--- config.mk ---
export PLATFORM = sky130hd
export DESIGN_NAME = mips_run_ctrl_flat
export DESIGN_NICKNAME = d
export VERILOG_FILES = /design/src/rtl/mips_ctrl_pkg.sv /design/src/rtl/mips_run_ctrl_if.sv /design/src/rtl/sat_cycle_counter.sv /design/src/rtl/mips_run_ctrl.sv /design/src/flat_wrapper.sv
export SDC_FILE = /design/constraint.sdc
export NUM_CORES = 1
export LEC_CHECK = 0
export BUFFER_PORTS_ARGS = -buffer_cell sky130_fd_sc_hd__buf_2
export CORE_ASPECT_RATIO = 0.75
export CORE_MARGIN = 5
export CORE_UTILIZATION = 36
export CTS_BUF_LIST = sky130_fd_sc_hd__clkbuf_16
export CTS_CLUSTER_DIAMETER = 50
export DETAILED_ROUTE_END_ITERATION = 10
export GPL_TIMING_DRIVEN = 0
export PLACE_DENSITY = 0.67
export SLEW_MARGIN = 25
export SYNTH_ARGS = -nofsm -noshare
export SYNTH_HDL_FRONTEND = slang
export SYNTH_SLANG_ARGS = --single-unit
--- constraint.sdc ---
create_clock -name clk -period 2.6 [get_ports clk]
set_input_delay 0.52 -clock clk [delete_from_list [all_inputs] [get_ports clk]]
set_output_delay 0.52 -clock clk [all_outputs]
set_load 0.1 [all_outputs]
--- src/rtl/mips_ctrl_pkg.sv ---
// Shared definitions for the mips32 run controller: FSM state encoding,
// host command opcodes and the core's halt opcode.
package mips_ctrl_pkg;

    typedef enum logic [2:0] {
        ST_IDLE = 3'd0,
        ST_LOAD = 3'd1,
        ST_CRST = 3'd2,
        ST_RUN  = 3'd3,
        ST_STEP = 3'd4
    } state_t;

    localparam logic [1:0] OP_LOAD  = 2'b00;
    localparam logic [1:0] OP_RUN   = 2'b01;
    localparam logic [1:0] OP_STEP  = 2'b10;
    localparam logic [1:0] OP_ABORT = 2'b11;

    // Opcode the core decodes as halt; kept here so core and harness agree.
    localparam logic [5:0] HALT_OPCODE = 6'b111111;

endpackage

--- src/rtl/mips_run_ctrl_if.sv ---
// Bundle of all non-clock signals around the run controller: host command
// and load ports, instruction-memory write port, core control and status.
// master = host/harness/core side, slave = the run controller itself.
interface mips_run_ctrl_if #(
    parameter int AW = 10,
    parameter int CW = 32
);
    logic          cmd_valid;
    logic          cmd_ready;
    logic [1:0]    cmd_op;
    logic [AW-1:0] cmd_addr;
    logic [AW:0]   cmd_len;
    logic          ld_valid;
    logic          ld_ready;
    logic [31:0]   ld_data;
    logic          imem_we;
    logic [AW-1:0] imem_addr;
    logic [31:0]   imem_wdata;
    logic          core_rst;
    logic          core_en;
    logic          core_hlt;
    logic [2:0]    state;
    logic          done;
    logic          err;
    logic          timeout;
    logic [CW-1:0] cyc_cnt;

    modport master (
        output cmd_valid, cmd_op, cmd_addr, cmd_len, ld_valid, ld_data, core_hlt,
        input  cmd_ready, ld_ready, imem_we, imem_addr, imem_wdata,
               core_rst, core_en, state, done, err, timeout, cyc_cnt
    );

    modport slave (
        input  cmd_valid, cmd_op, cmd_addr, cmd_len, ld_valid, ld_data, core_hlt,
        output cmd_ready, ld_ready, imem_we, imem_addr, imem_wdata,
               core_rst, core_en, state, done, err, timeout, cyc_cnt
    );
endinterface

--- src/rtl/sat_cycle_counter.sv ---
// Saturating core-cycle counter with synchronous clear, plus the watchdog
// compare. limit_hit fires in the cycle whose increment lands on RUN_LIMIT,
// so the FSM can stop the core on the same edge the count reaches the limit.
module sat_cycle_counter #(
    parameter int CW        = 32,
    parameter int RUN_LIMIT = 0
) (
    input  logic          clk,
    input  logic          rst,
    input  logic          clr,
    input  logic          en,
    output logic [CW-1:0] cnt,
    output logic          limit_hit
);

    // Count enabled core cycles, clear on a new run, hold at all-ones.
    always_ff @(posedge clk or negedge rst) begin
        if (!rst) begin
            cnt <= '0;
        end else if (clr) begin
            cnt <= '0;
        end else if (en && (cnt != '1)) begin
            cnt <= cnt + 1'b1;
        end
    end

    generate
        if (RUN_LIMIT == 0) begin : g_no_limit
            assign limit_hit = 1'b0;
        end else begin : g_limit
            localparam logic [CW-1:0] LAST = CW'(RUN_LIMIT - 1);
            assign limit_hit = en && (cnt == LAST);
        end
    endgenerate

endmodule

--- src/rtl/mips_run_ctrl.sv ---
// Run controller for the single-cycle mips32 core. Streams instruction
// words into imem in code mode, and in execute mode pulses the core reset,
// then enables the core until it halts, the watchdog fires or the host aborts.
// Every output is a flop; nothing passes combinationally from input to output.
module mips_run_ctrl #(
    parameter int AW        = 10,
    parameter int CW        = 32,
    parameter int RUN_LIMIT = 0
) (
    input logic           clk,
    input logic           rst,
    mips_run_ctrl_if.slave bus
);
    import mips_ctrl_pkg::*;

    state_t        state_q;
    logic          cmd_ready_q;
    logic          ld_ready_q;
    logic          imem_we_q;
    logic [AW-1:0] imem_addr_q;
    logic [31:0]   imem_wdata_q;
    logic          core_rst_q;
    logic          core_en_q;
    logic          done_q;
    logic          err_q;
    logic          timeout_q;
    logic [AW-1:0] ptr_q;
    logic [AW:0]   remain_q;

    logic [CW-1:0] cyc_cnt;
    logic          limit_hit;
    logic          cmd_fire;
    logic          ld_fire;
    logic          is_abort;
    logic          last_beat;
    logic          cnt_clr;

    assign cmd_fire  = bus.cmd_valid & cmd_ready_q;
    assign ld_fire   = bus.ld_valid & ld_ready_q;
    assign is_abort  = (bus.cmd_op == OP_ABORT);
    assign last_beat = (remain_q == {{AW{1'b0}}, 1'b1});
    assign cnt_clr   = (state_q == ST_IDLE) && cmd_fire && (bus.cmd_op == OP_RUN);

    sat_cycle_counter #(
        .CW        (CW),
        .RUN_LIMIT (RUN_LIMIT)
    ) u_cnt (
        .clk       (clk),
        .rst       (rst),
        .clr       (cnt_clr),
        .en        (core_en_q),
        .cnt       (cyc_cnt),
        .limit_hit (limit_hit)
    );

    // Mode sequencer; all outputs are set on the transition into each state.
    always_ff @(posedge clk or negedge rst) begin
        if (!rst) begin
            state_q      <= ST_IDLE;
            cmd_ready_q  <= 1'b1;
            ld_ready_q   <= 1'b0;
            imem_we_q    <= 1'b0;
            imem_addr_q  <= '0;
            imem_wdata_q <= '0;
            core_rst_q   <= 1'b1;
            core_en_q    <= 1'b0;
            done_q       <= 1'b0;
            err_q        <= 1'b0;
            timeout_q    <= 1'b0;
            ptr_q        <= '0;
            remain_q     <= '0;
        end else begin
            imem_we_q <= 1'b0;
            done_q    <= 1'b0;
            err_q     <= 1'b0;
            case (state_q)
                ST_IDLE: begin
                    if (cmd_fire) begin
                        if (bus.cmd_op == OP_LOAD) begin
                            if (bus.cmd_len == '0) begin
                                done_q <= 1'b1;
                            end else begin
                                ptr_q      <= bus.cmd_addr;
                                remain_q   <= bus.cmd_len;
                                ld_ready_q <= 1'b1;
                                state_q    <= ST_LOAD;
                            end
                        end else if (bus.cmd_op == OP_RUN) begin
                            timeout_q   <= 1'b0;
                            core_rst_q  <= 1'b1;
                            cmd_ready_q <= 1'b0;
                            state_q     <= ST_CRST;
                        end else if (bus.cmd_op == OP_STEP) begin
                            core_en_q   <= 1'b1;
                            cmd_ready_q <= 1'b0;
                            state_q     <= ST_STEP;
                        end else begin
                            done_q <= 1'b1;
                        end
                    end
                end
                ST_LOAD: begin
                    if (ld_fire) begin
                        imem_we_q    <= 1'b1;
                        imem_addr_q  <= ptr_q;
                        imem_wdata_q <= bus.ld_data;
                        ptr_q        <= ptr_q + 1'b1;
                        remain_q     <= remain_q - 1'b1;
                    end
                    if (cmd_fire && !is_abort) begin
                        err_q <= 1'b1;
                    end
                    if ((cmd_fire && is_abort) || (ld_fire && last_beat)) begin
                        ld_ready_q <= 1'b0;
                        done_q     <= 1'b1;
                        state_q    <= ST_IDLE;
                    end
                end
                ST_CRST: begin
                    core_rst_q  <= 1'b0;
                    core_en_q   <= 1'b1;
                    cmd_ready_q <= 1'b1;
                    state_q     <= ST_RUN;
                end
                ST_RUN: begin
                    if (cmd_fire && !is_abort) begin
                        err_q <= 1'b1;
                    end
                    if (bus.core_hlt || limit_hit || (cmd_fire && is_abort)) begin
                        core_en_q <= 1'b0;
                        done_q    <= 1'b1;
                        state_q   <= ST_IDLE;
                        if (!bus.core_hlt && limit_hit) begin
                            timeout_q <= 1'b1;
                        end
                    end
                end
                ST_STEP: begin
                    core_en_q   <= 1'b0;
                    cmd_ready_q <= 1'b1;
                    done_q      <= 1'b1;
                    state_q     <= ST_IDLE;
                end
                default: begin
                    core_en_q   <= 1'b0;
                    cmd_ready_q <= 1'b1;
                    ld_ready_q  <= 1'b0;
                    state_q     <= ST_IDLE;
                end
            endcase
        end
    end

    assign bus.cmd_ready  = cmd_ready_q;
    assign bus.ld_ready   = ld_ready_q;
    assign bus.imem_we    = imem_we_q;
    assign bus.imem_addr  = imem_addr_q;
    assign bus.imem_wdata = imem_wdata_q;
    assign bus.core_rst   = core_rst_q;
    assign bus.core_en    = core_en_q;
    assign bus.state      = state_q;
    assign bus.done       = done_q;
    assign bus.err        = err_q;
    assign bus.timeout    = timeout_q;
    assign bus.cyc_cnt    = cyc_cnt;

endmodule

--- src/flat_wrapper.sv ---
// flat-port wrapper written by rule: the top's interface ports become plain ports
module mips_run_ctrl_flat import mips_ctrl_pkg::*;
#(
    parameter int AW        = 10,
    parameter int CW        = 32,
    parameter int RUN_LIMIT = 0
)
  (clk, rst, bus_cmd_valid, bus_cmd_op, bus_cmd_addr, bus_cmd_len, bus_ld_valid, bus_ld_data, bus_core_hlt, bus_cmd_ready, bus_ld_ready, bus_imem_we, bus_imem_addr, bus_imem_wdata, bus_core_rst, bus_core_en, bus_state, bus_done, bus_err, bus_timeout, bus_cyc_cnt);
  mips_run_ctrl_if #(.AW(AW), .CW(CW)) bus_i ();
  input logic clk;
  input logic rst;
  input wire logic [$bits(bus_i.cmd_valid)-1:0] bus_cmd_valid;
  input wire logic [$bits(bus_i.cmd_op)-1:0] bus_cmd_op;
  input wire logic [$bits(bus_i.cmd_addr)-1:0] bus_cmd_addr;
  input wire logic [$bits(bus_i.cmd_len)-1:0] bus_cmd_len;
  input wire logic [$bits(bus_i.ld_valid)-1:0] bus_ld_valid;
  input wire logic [$bits(bus_i.ld_data)-1:0] bus_ld_data;
  input wire logic [$bits(bus_i.core_hlt)-1:0] bus_core_hlt;
  output wire logic [$bits(bus_i.cmd_ready)-1:0] bus_cmd_ready;
  output wire logic [$bits(bus_i.ld_ready)-1:0] bus_ld_ready;
  output wire logic [$bits(bus_i.imem_we)-1:0] bus_imem_we;
  output wire logic [$bits(bus_i.imem_addr)-1:0] bus_imem_addr;
  output wire logic [$bits(bus_i.imem_wdata)-1:0] bus_imem_wdata;
  output wire logic [$bits(bus_i.core_rst)-1:0] bus_core_rst;
  output wire logic [$bits(bus_i.core_en)-1:0] bus_core_en;
  output wire logic [$bits(bus_i.state)-1:0] bus_state;
  output wire logic [$bits(bus_i.done)-1:0] bus_done;
  output wire logic [$bits(bus_i.err)-1:0] bus_err;
  output wire logic [$bits(bus_i.timeout)-1:0] bus_timeout;
  output wire logic [$bits(bus_i.cyc_cnt)-1:0] bus_cyc_cnt;
  assign bus_i.cmd_valid = bus_cmd_valid;
  assign bus_i.cmd_op = bus_cmd_op;
  assign bus_i.cmd_addr = bus_cmd_addr;
  assign bus_i.cmd_len = bus_cmd_len;
  assign bus_i.ld_valid = bus_ld_valid;
  assign bus_i.ld_data = bus_ld_data;
  assign bus_i.core_hlt = bus_core_hlt;
  assign bus_cmd_ready = bus_i.cmd_ready;
  assign bus_ld_ready = bus_i.ld_ready;
  assign bus_imem_we = bus_i.imem_we;
  assign bus_imem_addr = bus_i.imem_addr;
  assign bus_imem_wdata = bus_i.imem_wdata;
  assign bus_core_rst = bus_i.core_rst;
  assign bus_core_en = bus_i.core_en;
  assign bus_state = bus_i.state;
  assign bus_done = bus_i.done;
  assign bus_err = bus_i.err;
  assign bus_timeout = bus_i.timeout;
  assign bus_cyc_cnt = bus_i.cyc_cnt;
  mips_run_ctrl #(.AW(AW), .CW(CW), .RUN_LIMIT(RUN_LIMIT)) u_core (.clk(clk), .rst(rst), .bus(bus_i));
endmodule
=== Yosys cells after proc, flatten, opt, wreduce, memory -nomap -nowiden ===
Cells that the tools add are included.
W data, S select, Z words.

* Register bits after elaboration: 105
* Output and inout bits: 85
* Logic and storage cells: 119

* $add $sub $neg: 3
* Eq/ne operators: 22
* Muxes and demuxes: 52
* Bitwise operators: 5
* Reduce and logical (&&, ||, !) cells: 24

{| class="wikitable"
|+ Operators by type and width
! operator !! number
|-
| $mux W32 || 2
|-
| $mux W11 || 4
|-
| $mux W10 || 4
|-
| $add A32 B1 Y32 const B || 1
|-
| $ne A32 B32 Y1 const B || 1
|-
| $mux W1 || 27
|-
| $pmux W11 S2 || 1
|-
| $mux W3 || 7
|-
| $pmux W10 S2 || 1
|-
| $reduce_and A5 Y1 || 3
|-
| $ne A2 B2 Y1 const B || 6
|-
| $pmux W3 S4 || 1
|-
| $eq A11 B1 Y1 const B || 1
|-
| $logic_not A11 Y1 || 1
|-
| $sub A11 B1 Y11 const B || 1
|-
| $add A10 B1 Y10 const B || 1
|-
| $ne A2 B1 Y1 const B || 4
|-
| $pmux W1 S4 || 2
|-
| $reduce_and A4 Y1 || 2
|-
| $eq A3 B2 Y1 const B || 2
|-
| $logic_and A1 B1 Y1 || 6
|-
| $ne A3 B3 Y1 const B || 2
|-
| $reduce_and A6 Y1 || 1
|-
| $reduce_bool A2 Y1 || 3
|-
| 16 further kinds || 22
|}

=== Logic depth before layout (Yosys ltp) ===
Gate-level depths: netlist of run 1.

* Depth after elaboration: 6
* Mapped depth: 9
* Mapped depth without buffers: 7

=== Hierarchy ===
A second synthesis of run 1 with hierarchy kept.

* Cell total of the unflattened synthesis: 526
* Area, all modules: 5385.2 um2

{| class="wikitable"
|+ Modules (own cells, without submodules)
! module !! instances !! cells an instance !! area an instance (um2) !! seq. area each (um2)
|-
| mips_run_ctrl || 1 || 326 || 3519.6 || 1854.3
|-
| sat_cycle_counter || 1 || 200 || 1865.5 || 800.8
|}

=== Least setup slack after synthesis of run 1 ===
No wires, ideal clock.

* Path type: flip-flop to flip-flop
* Start: register u_core.u_cnt.cnt[0]
* End: register u_core.u_cnt.cnt[26]
* Setup time: 0.078 ns
* Arrival time: 2.724 ns
* Required time: 2.522 ns
* Slack: -0.202 ns
* Cell stages (with the launch flop): 7
* Buffers on the path: 0
* Path through: dfrtp_1 > ha_1 > and4_1 > nand3_1 > or4_1 > or3_1 > a21oi_1

* Cells in the longest elaborated chain, start to end: 3

{| class="wikitable"
|+ RTL lines
! element !! line !! source
|-
| start, declared || sat_cycle_counter.sv:12 || <nowiki>output logic [CW-1:0] cnt,</nowiki>
|-
| start signal, assigned || sat_cycle_counter.sv:23 || <nowiki>cnt <= cnt + 1'b1;</nowiki>
|-
| $add A32 B1 Y32 / $ne A32 B32 Y1 (equally long branches) || sat_cycle_counter.sv:23, sat_cycle_counter.sv:22 ||
|-
| $mux W32 / $logic_and A1 B1 Y1 (equally long branches) || sat_cycle_counter.sv:22 || <nowiki>end else if (en && (cnt != '1)) begin</nowiki>
|-
| $mux W32 / $reduce_bool A2 Y1 (equally long branches) || n/a ||
|}

Several ways; a longest one is shown, not always the timed one. The select of a mux whose other input is x is not followed.
A chain may end at the register's enable or synchronous reset.

=== Worst setup path in the final report of run 1 ===
* Start: register u_core.cmd_ready_q, in the netlist u_core.bus.cmd_ready
* End: register u_core.u_cnt.cnt[30]

* Cells in the longest elaborated chain, start to end: 4

{| class="wikitable"
|+ RTL lines
! element !! line !! source
|-
| start, declared || mips_run_ctrl.sv:17 || <nowiki>logic cmd_ready_q;</nowiki>
|-
| start signal, assigned || mips_run_ctrl.sv:60 || <nowiki>cmd_ready_q <= 1'b1;</nowiki>
|-
| start signal, assigned || mips_run_ctrl.sv:91 || <nowiki>cmd_ready_q <= 1'b0;</nowiki>
|-
| start signal, assigned || mips_run_ctrl.sv:95 || <nowiki>cmd_ready_q <= 1'b0;</nowiki>
|-
| $and A1 B1 Y1 (*) || mips_run_ctrl.sv:38 || <nowiki>assign cmd_fire = bus.cmd_valid & cmd_ready_q;</nowiki>
|-
| $logic_and A1 B1 Y1 (*) (2 in a row) || mips_run_ctrl.sv:42 || <nowiki>assign cnt_clr = (state_q == ST_IDLE) && cmd_fire && (bus.cmd_op == OP_RUN);</nowiki>
|-
| $mux W32 / $reduce_bool A2 Y1 (equally long branches) || n/a ||
|}

Mark *: on every way between the ends. The rest lies on a longest branch, timed or not.

==> impl_results.md, run 1 <==
* Antenna violations before repair at 0
* Htree depth at 3
* Pin count of the biggest net entering global routing at 58
* Mapped Avg Cell Area at roughly 10 um2
* Tmin final at ~2.3 ns
* Mapped Area at about 5200 um2
* Later-pin clock latency in the skew report at ~0.36 ns
* Stages on the worst setup path at 6
* Synth Area in Simple Gates at between 10% and 20%
* Setup violators final at 0
* CTS clock-pin slew for the worst setup and hold paths at approximately 0.080 ns
* Fin cells at approximately 870
* Adder-cell share of the synthesized area at under 10%
* Net Count, Synth at ~580
* CTS Sinks at ~110
* # DRC at 0
* Nets at 735
* Die Y at between 100 and 150 um
* I/O Buffers at approximately 140
* Commonest non-fill, non-tap cell in the layout: buf_2
* Post-Route WL at approximately 15000 um
* Worst Skew at ~0.015 ns
* Data arrival, critical path at ~2.6 ns
* Global Route Usage Sum at roughly 17%
* Die X at about 150 um
* Clock buffer count from CTS at 9
* Hold_buf cts at 0
* Top delay family on crit path: buffers and inverters
* Leakage at around 3.1 nW
* CP max FO at 10
* XOR/XNOR Fraction of Synth Area at less than 1%
* Setup tns final at 0 ns
* Cell Chain, Critical Path: nand2_1, nor2_1, and3_1, clkbuf_1, clkbuf_2, a21oi_1
* Total setup buffers inserted after CTS at 0
* Worst Path Buf+Inv at 2
* Drt pass-1 iters at 6
* Peak VDD IR at around 0.30 mV
* Synth Instances at a little over 500
* Worst r2r src: u_core.bus.cmd_ready
* Post-synth top flop: dfrtp_1
* Hold Path Class: primary input to asynchronous set/reset pin
* Post-DRT Antenna Nets at 0
* Final Hold Violating Endpoints at 0
* RSZ-0062 raised after global routing: false
* Count of different cell masters after synthesis at 59
* Initial core utilization at 36.43%
* Clock Tree Root: clkbuf_16
* GPL Wtd Cong at roughly 0.9
* Flops & latches, synth at 105
* Most frequent cells in the layout: buf_2 (146), dfrtp_1 (90), a21oi_1 (52)
* Site Rows at 38
* Yosys warns at 0
* Mux cell area share after synthesis at under 10%
* Core Box Area at between 10000 and 15000 um2
* Slew HR at a little over half
* I/O pins at around 150
* Setup WS post-layout at roughly 0.25 ns
* Initial DRC Count at between 300 and 400
* Critical Path RT at around 2.8 ns
* Post-Place Worst Slack at -0.1284 ns
* Worst-margin pin slew at slightly below 0.7 ns
* Startpoint types: flop
* CP max stage delay at between 0.5 and 0.6 ns
* Status: complete, no violations
* Compound-cell area share of the yosys netlist at between 10% and 20%
* Detailed placement HPWL at approximately 11000 um
* F_max at approximately 430 MHz
* Die Area at approximately 17000 um2
* Sequential-to-total area share from yosys stat at roughly half
* Slew Limit Fails at 0
* Largest family of logic cells by synthesized area: simple AND/OR/NAND/NOR gates
* Cell Pwr Density at just under 500 nW/um2
* DR vias/cell at 5.420
* Cell at the slowest stage of the critical path: dfstp_2
* Asr flop ratio synth at between 90% and 100%
* Routed vias at around 4700
* Area grow syn2layout at 25.25%
* R2R Setup Slk at 0.25 ns
* R2R depth at 6
* Vias in the first global route at approximately 4600
* First-pass GRT wire length at between 20000 and 25000 um
* Ant diodes at 0
* Setup crit start: u_core.bus.cmd_ready
* Period Utilization, post-route at around nine tenths
* Final Power at roughly 3.1 mW
* CTS tree: yes
* Crit Reg-Reg Endpoint: u_core.u_cnt.cnt[30]
* Max-Cap Viols at 0
* Critical path endpoint category: flop
* Worst setup endpoint: u_core.u_cnt.cnt[30]
* Avg WL per Cell at about 17 um
* Worst-case clock buffer depth at 2
* Share of cells above drive strength 1 at between 30% and 40%
* Post-Place Cells at between 800 and 900
* Grt total ovfl at 0
* EDFF count, synth at 0
* CP Class: flop to flop
==> cell usage after synthesis, types with 2 or more instances <==
cell       count  share of area, %
dfstp_2        2               1.0
nor3_1         6              0.58
nor4_1         8              0.96
nand3_1       24               2.3
inv_1         13              0.94
or4_1         12               1.7
buf_1          3              0.22
nand4_1       12               1.4
o32ai_1        2              0.34
buf_2          4              0.38
dfrtp_1      103                49
a21oi_1       52               5.0
mux2_2        42               9.1
o31ai_1       11               1.6
and2_1         5              0.60
and3_1        10               1.2
a22oi_1        4              0.58
nand2_1       36               2.6
o22ai_1        2              0.24
nor3b_1        3              0.43
xnor2_1        4              0.67
nor2_1        27               1.9
o2bb2ai_1      4              0.67
or3_1         13               1.6
nand2b_1       2              0.24
and4_1         4              0.67
a31oi_1        5              0.60
o211ai_1       3              0.43
ha_1           9               2.2
a211oi_1       2              0.29
clkbuf_1      17               1.2
buf_6          3              0.65
o21ai_0       39               3.7
==> logic make-up after synthesis <==
family | Yosys count
simple gates | 171
xor+xnor | 5
compound gates | 137
buf+inv | 41
fa+ha+maj | 9
other cells | 1
flops | 105
mux | 43
==> flip-flops by register name, indices dropped and copies added, names as in the netlist <==
signal                 flops
u_core.remain_q           11
u_core.bus.err             1
u_core.bus.done            1
u_core.bus.state           3
u_core.bus.imem_we         1
u_core.bus.ld_ready        1
u_core.bus.imem_wdata     32
u_core.bus.imem_addr      10
u_core.bus.core_rst        1
u_core.bus.cmd_ready       1
u_core.bus.core_en         1
u_core.u_cnt.cnt          32
u_core.ptr_q              10
==> worst reg2reg max path, stage by stage, from the launching register on <==
cell and delay [ns]:
dfstp_2 0.59, nand2_1 0.12, nor2_1 0.32, and3_1 0.28, clkbuf_1 0.45, clkbuf_2 0.36
a21oi_1 0.09
==> where the power goes <==
| part | total [mW] | leakage [nW] | internal (mW) | switching (mW) |
|---|---|---|---|---|
| sequential | 1.63 | 1.27 | 1.63 | 0 |
| clock | 1.38 | 0.141 | 0.746 | 0.636 |
| combinational | 0.122 | 1.68 | 0.0484 | 0.0734 |
| total | 3.14 | 3.10 | 2.43 | 0.709 |
==> cell type report <==
type | count | area (um2)
Buffer | 27 | 136.4
Fill cell | 1353 | 7781
Multi-Input combinational cell | 366 | 2406
Tap cell | 200 | 250.2
Inverter | 13 | 48.80
Timing Repair Buffer | 144 | 749.5
Clock buffer | 9 | 225.2
Sequential cell | 105 | 2646
Clock inverter | 7 | 67.56
==> stage by stage <==
step | instance area (um2) | hold slack (ns) | util [%]
after floorplan | 5230 | 0.2244 | -
after global placement | 6196 | 0.4832 | 43.29
after detailed placement | 6230 | 0.4874 | 43.53
after CTS | 6523 | 0.09502 | 45.58
after global routing | 6530 | 0.1207 | 45.63
final | 6530 | 0.09265 | 45.63
==> worst min-delay path by stage <==
| stage | slack [ns] | end | cells past startpoint |
|---|---|---|---|
| floorplan | 0.22 | u_core.bus.core_en | 0 |
| global placement | 0.48 | u_core.bus.imem_wdata[3] | 1 |
| detailed placement | 0.49 | u_core.bus.imem_wdata[0] | 1 |
| CTS | 0.1 | u_core.bus.imem_wdata[0] | 1 |
| global route | 0.12 | u_core.bus.imem_addr[7] | 1 |
| finish | 0.09 | u_core.bus.imem_addr[6] | 1 |
==> timing repair <==
item                                    in CTS  in global routing
hold endpoints to repair                     0                  0
endpoints found under the setup margin       0                 52
resized for setup                            0                  6
==> metal layers <==
layer	global-route usage, %	vias up	share of wire (%)
met5	0	-	0
met3	4.274	24	7.0
met4	5.610	0	1.4
met1	23.80	2276	46
met2	25.76	197	46
li1	-	2224	-
Note: power is estimated with default switching activity, not from simulation.
==> run 2, diff against run 1 <==
--- a/config.mk
+++ b/config.mk
@@ -13,6 +13,7 @@
 export CTS_CLUSTER_DIAMETER = 50
 export DETAILED_ROUTE_END_ITERATION = 10
 export GPL_TIMING_DRIVEN = 0
+export MAX_ROUTING_LAYER = met4
 export PLACE_DENSITY = 0.67
 export SLEW_MARGIN = 25
 export SYNTH_ARGS = -nofsm -noshare
==> impl_results.md, run 2 (same netlist as run 1, synthesis figures left out) <==
* Status: complete, no violations
* Critical Path RT at 2.81 ns (about the same)
* Detailed placement HPWL at 10730 um (unchanged)
* Clock Tree Root: clkbuf_16
* Commonest non-fill, non-tap cell in the layout: buf_2
* Max-Cap Viols at 0 (unchanged)
* Routed vias at 4708 (-0.28%)
* RSZ-0062 raised after global routing: false
* Fin cells at 871 (unchanged)
* Vias in the first global route at 4628 (+0.043%)
* Critical path endpoint category: flop
* Period Utilization, post-route at 89.61% (-0.73 points)
* CTS tree: yes
* Hold_ws at 0.09277 ns (+0.0001198 ns)
* Avg WL per Cell at 16.83 um (about the same)
* GPL Wtd Cong at 0.9154 (+1.7%)
* Hold Path Class: primary input to asynchronous set/reset pin
* Die X at 149.0 um (unchanged)
* Site Rows at 38 (unchanged)
* Nets at 735 (unchanged)
* Die Area at 17010 um2 (unchanged)
* # DRC at 0 (unchanged)
* Post-Route WL at 14660 um (about the same)
* Slew Limit Fails at 0 (unchanged)
* Later-pin clock latency in the skew report at 0.35 ns (about the same)
* R2R Setup Slk at 0.27 ns (+0.02 ns)
* Setup WS post-layout at 0.2702 ns (+0.01892 ns)
* Post-DRT Antenna Nets at 0 (unchanged)
* Initial DRC Count at 310 (-13%)
* Worst-case clock buffer depth at 2 (unchanged)
* Antenna violations before repair at 0 (unchanged)
* CP Class: flop to flop
* Ant diodes at 0 (unchanged)
* Die Y at 114.2 um (unchanged)
* Data arrival, critical path at 2.54 ns (-0.03 ns)
* F_max at 429.2 MHz (+0.81%)
* Area grow syn2layout at 25.22% (about the same)
* Cell Pwr Density at 479.7 nW/um2 (-0.11%)
* Slew HR at 53.38% (-0.18 points)
* Setup violators final at 0 (unchanged)
* Number of fillers in the final layout at 1355 (+0.15%)
* Drt pass-1 iters at 5 (-1)
* R2R depth at 6 (unchanged)
* Tmin final at 2.330 ns (-0.01892 ns)
* Initial core utilization at 36.43% (unchanged)
* Htree depth at 3 (unchanged)
* Startpoint types: flop
* Global Route Usage Sum at 17.45% (+0.49 points)
* CTS clock-pin slew for the worst setup and hold paths at 0.08 ns (about the same)
* Pin count of the biggest net entering global routing at 58 (unchanged)
* I/O Buffers at 143 (unchanged)
* Worst-margin pin slew at 0.6817 ns (+0.002622 ns)
* Final Hold Violating Endpoints at 0 (unchanged)
* Sequential cell area at 2646 um2 (unchanged)
* Multi-input logic area at 2407 um2 (about the same)
* First-pass GRT wire length at 23350 um (about the same)
* Worst r2r src: u_core.bus.cmd_ready
* Leakage at 3.089 nW (-0.24%)
* Final Power at 3.132 mW (-0.13%)
* Clock buffer count from CTS at 9 (unchanged)
* Crit Reg-Reg Endpoint: u_core.u_cnt.cnt[30]
* Post-Place Worst Slack at -0.1284 ns (unchanged)
* Worst Path Buf+Inv at 2 (unchanged)
* CP max stage delay at 0.59 ns (about the same)
* Grt total ovfl at 0 (unchanged)
* CTS Sinks at 105 (unchanged)
* Peak VDD IR at 0.3011 mV (about the same)
* Cell Chain, Critical Path: nand2_1, nor2_1, and3_1, clkbuf_1, clkbuf_2, a21oi_1
* Post-Place Cells at 856 (unchanged)
* Top delay family on crit path: buffers and inverters
* I/O pins at 145 (unchanged)
* Core Box Area at 14310 um2 (unchanged)
* CP max FO at 10 (unchanged)
* Share of cells above drive strength 1 at 34.58% (-0.15 points)
* Stages on the worst setup path at 6 (unchanged)
* Most frequent cells in the layout: buf_2 (146), dfrtp_1 (90), a21oi_1 (52)
* DR vias/cell at 5.405 (-0.28%)
* Worst Skew at 0.01382 ns (-0.001525 ns)
* Cell at the slowest stage of the critical path: dfstp_2
-- run 2: cell count changes in the layout (fill, tap and decap cells not counted) --
cell and change:
clkbuf_1 +1, buf_1 +1, clkbuf_2 -2, and3_1 -1, and3_2 +1
-- run 2: final cells by class --
class	instances	area share (%)
inverter	13	0.7474
clock inverter	7	1.035
buffer	27	2.051
tap	200	3.833
timing repair buffer	144	11.48
sequential	105	40.53
multi-input combinational	366	36.87
clock buffer	9	3.450
-- run 2: layer usage --
layer / track usage, % / wire length [um] / vias up
li1: - / - / 2220
met1: 24.03 / 6665 / 2288
met2: 25.73 / 6772 / 180
met3: 3.918 / 999 / 20
met4: 5.610 / 221 / 0
met5: - / 0 / -
-- run 2: timing repair --
| item | CTS | global route |
|---|---|---|
| gates resized for setup | 0 | 4 |
| setup endpoints to repair | 0 | 52 |
| buffers inserted | 0 | 0 |
| hold buffers | 0 | 0 |
-- run 2: how the worst max path moves through the flow --
stage                          from              endpoint  slack [ns]
6_report       u_core.bus.cmd_ready  u_core.u_cnt.cnt[30]        0.27
2_1_floorplan  u_core.u_cnt.cnt[20]  u_core.u_cnt.cnt[26]        0.02
5_1_grt        u_core.u_cnt.cnt[25]   u_core.u_cnt.cnt[4]        0.07
3_3_place_gp                    rst  u_core.u_cnt.cnt[27]       -0.33
4_1_cts         u_core.bus.state[0]    u_core.remain_q[8]        0.06
3_5_place_dp         bus_cmd_len[9]    u_core.remain_q[8]       -0.13
-- run 2: stage by stage --
step                      TNS, ns  utilization, %  area, um2
after floorplan                 0               -       5230
after global placement     -16.94           43.29       6196
after detailed placement  -0.7639           43.53       6230
after CTS                       0           45.58       6523
after global routing            0           45.62       6529
final                           0           45.62       6529
-- run 2: report_power, final --
group	leakage, nW	internal (mW)	switching (mW)
clock network	0.141	0.746	0.632
registers	1.27	1.63	0
logic	1.68	0.0484	0.0734
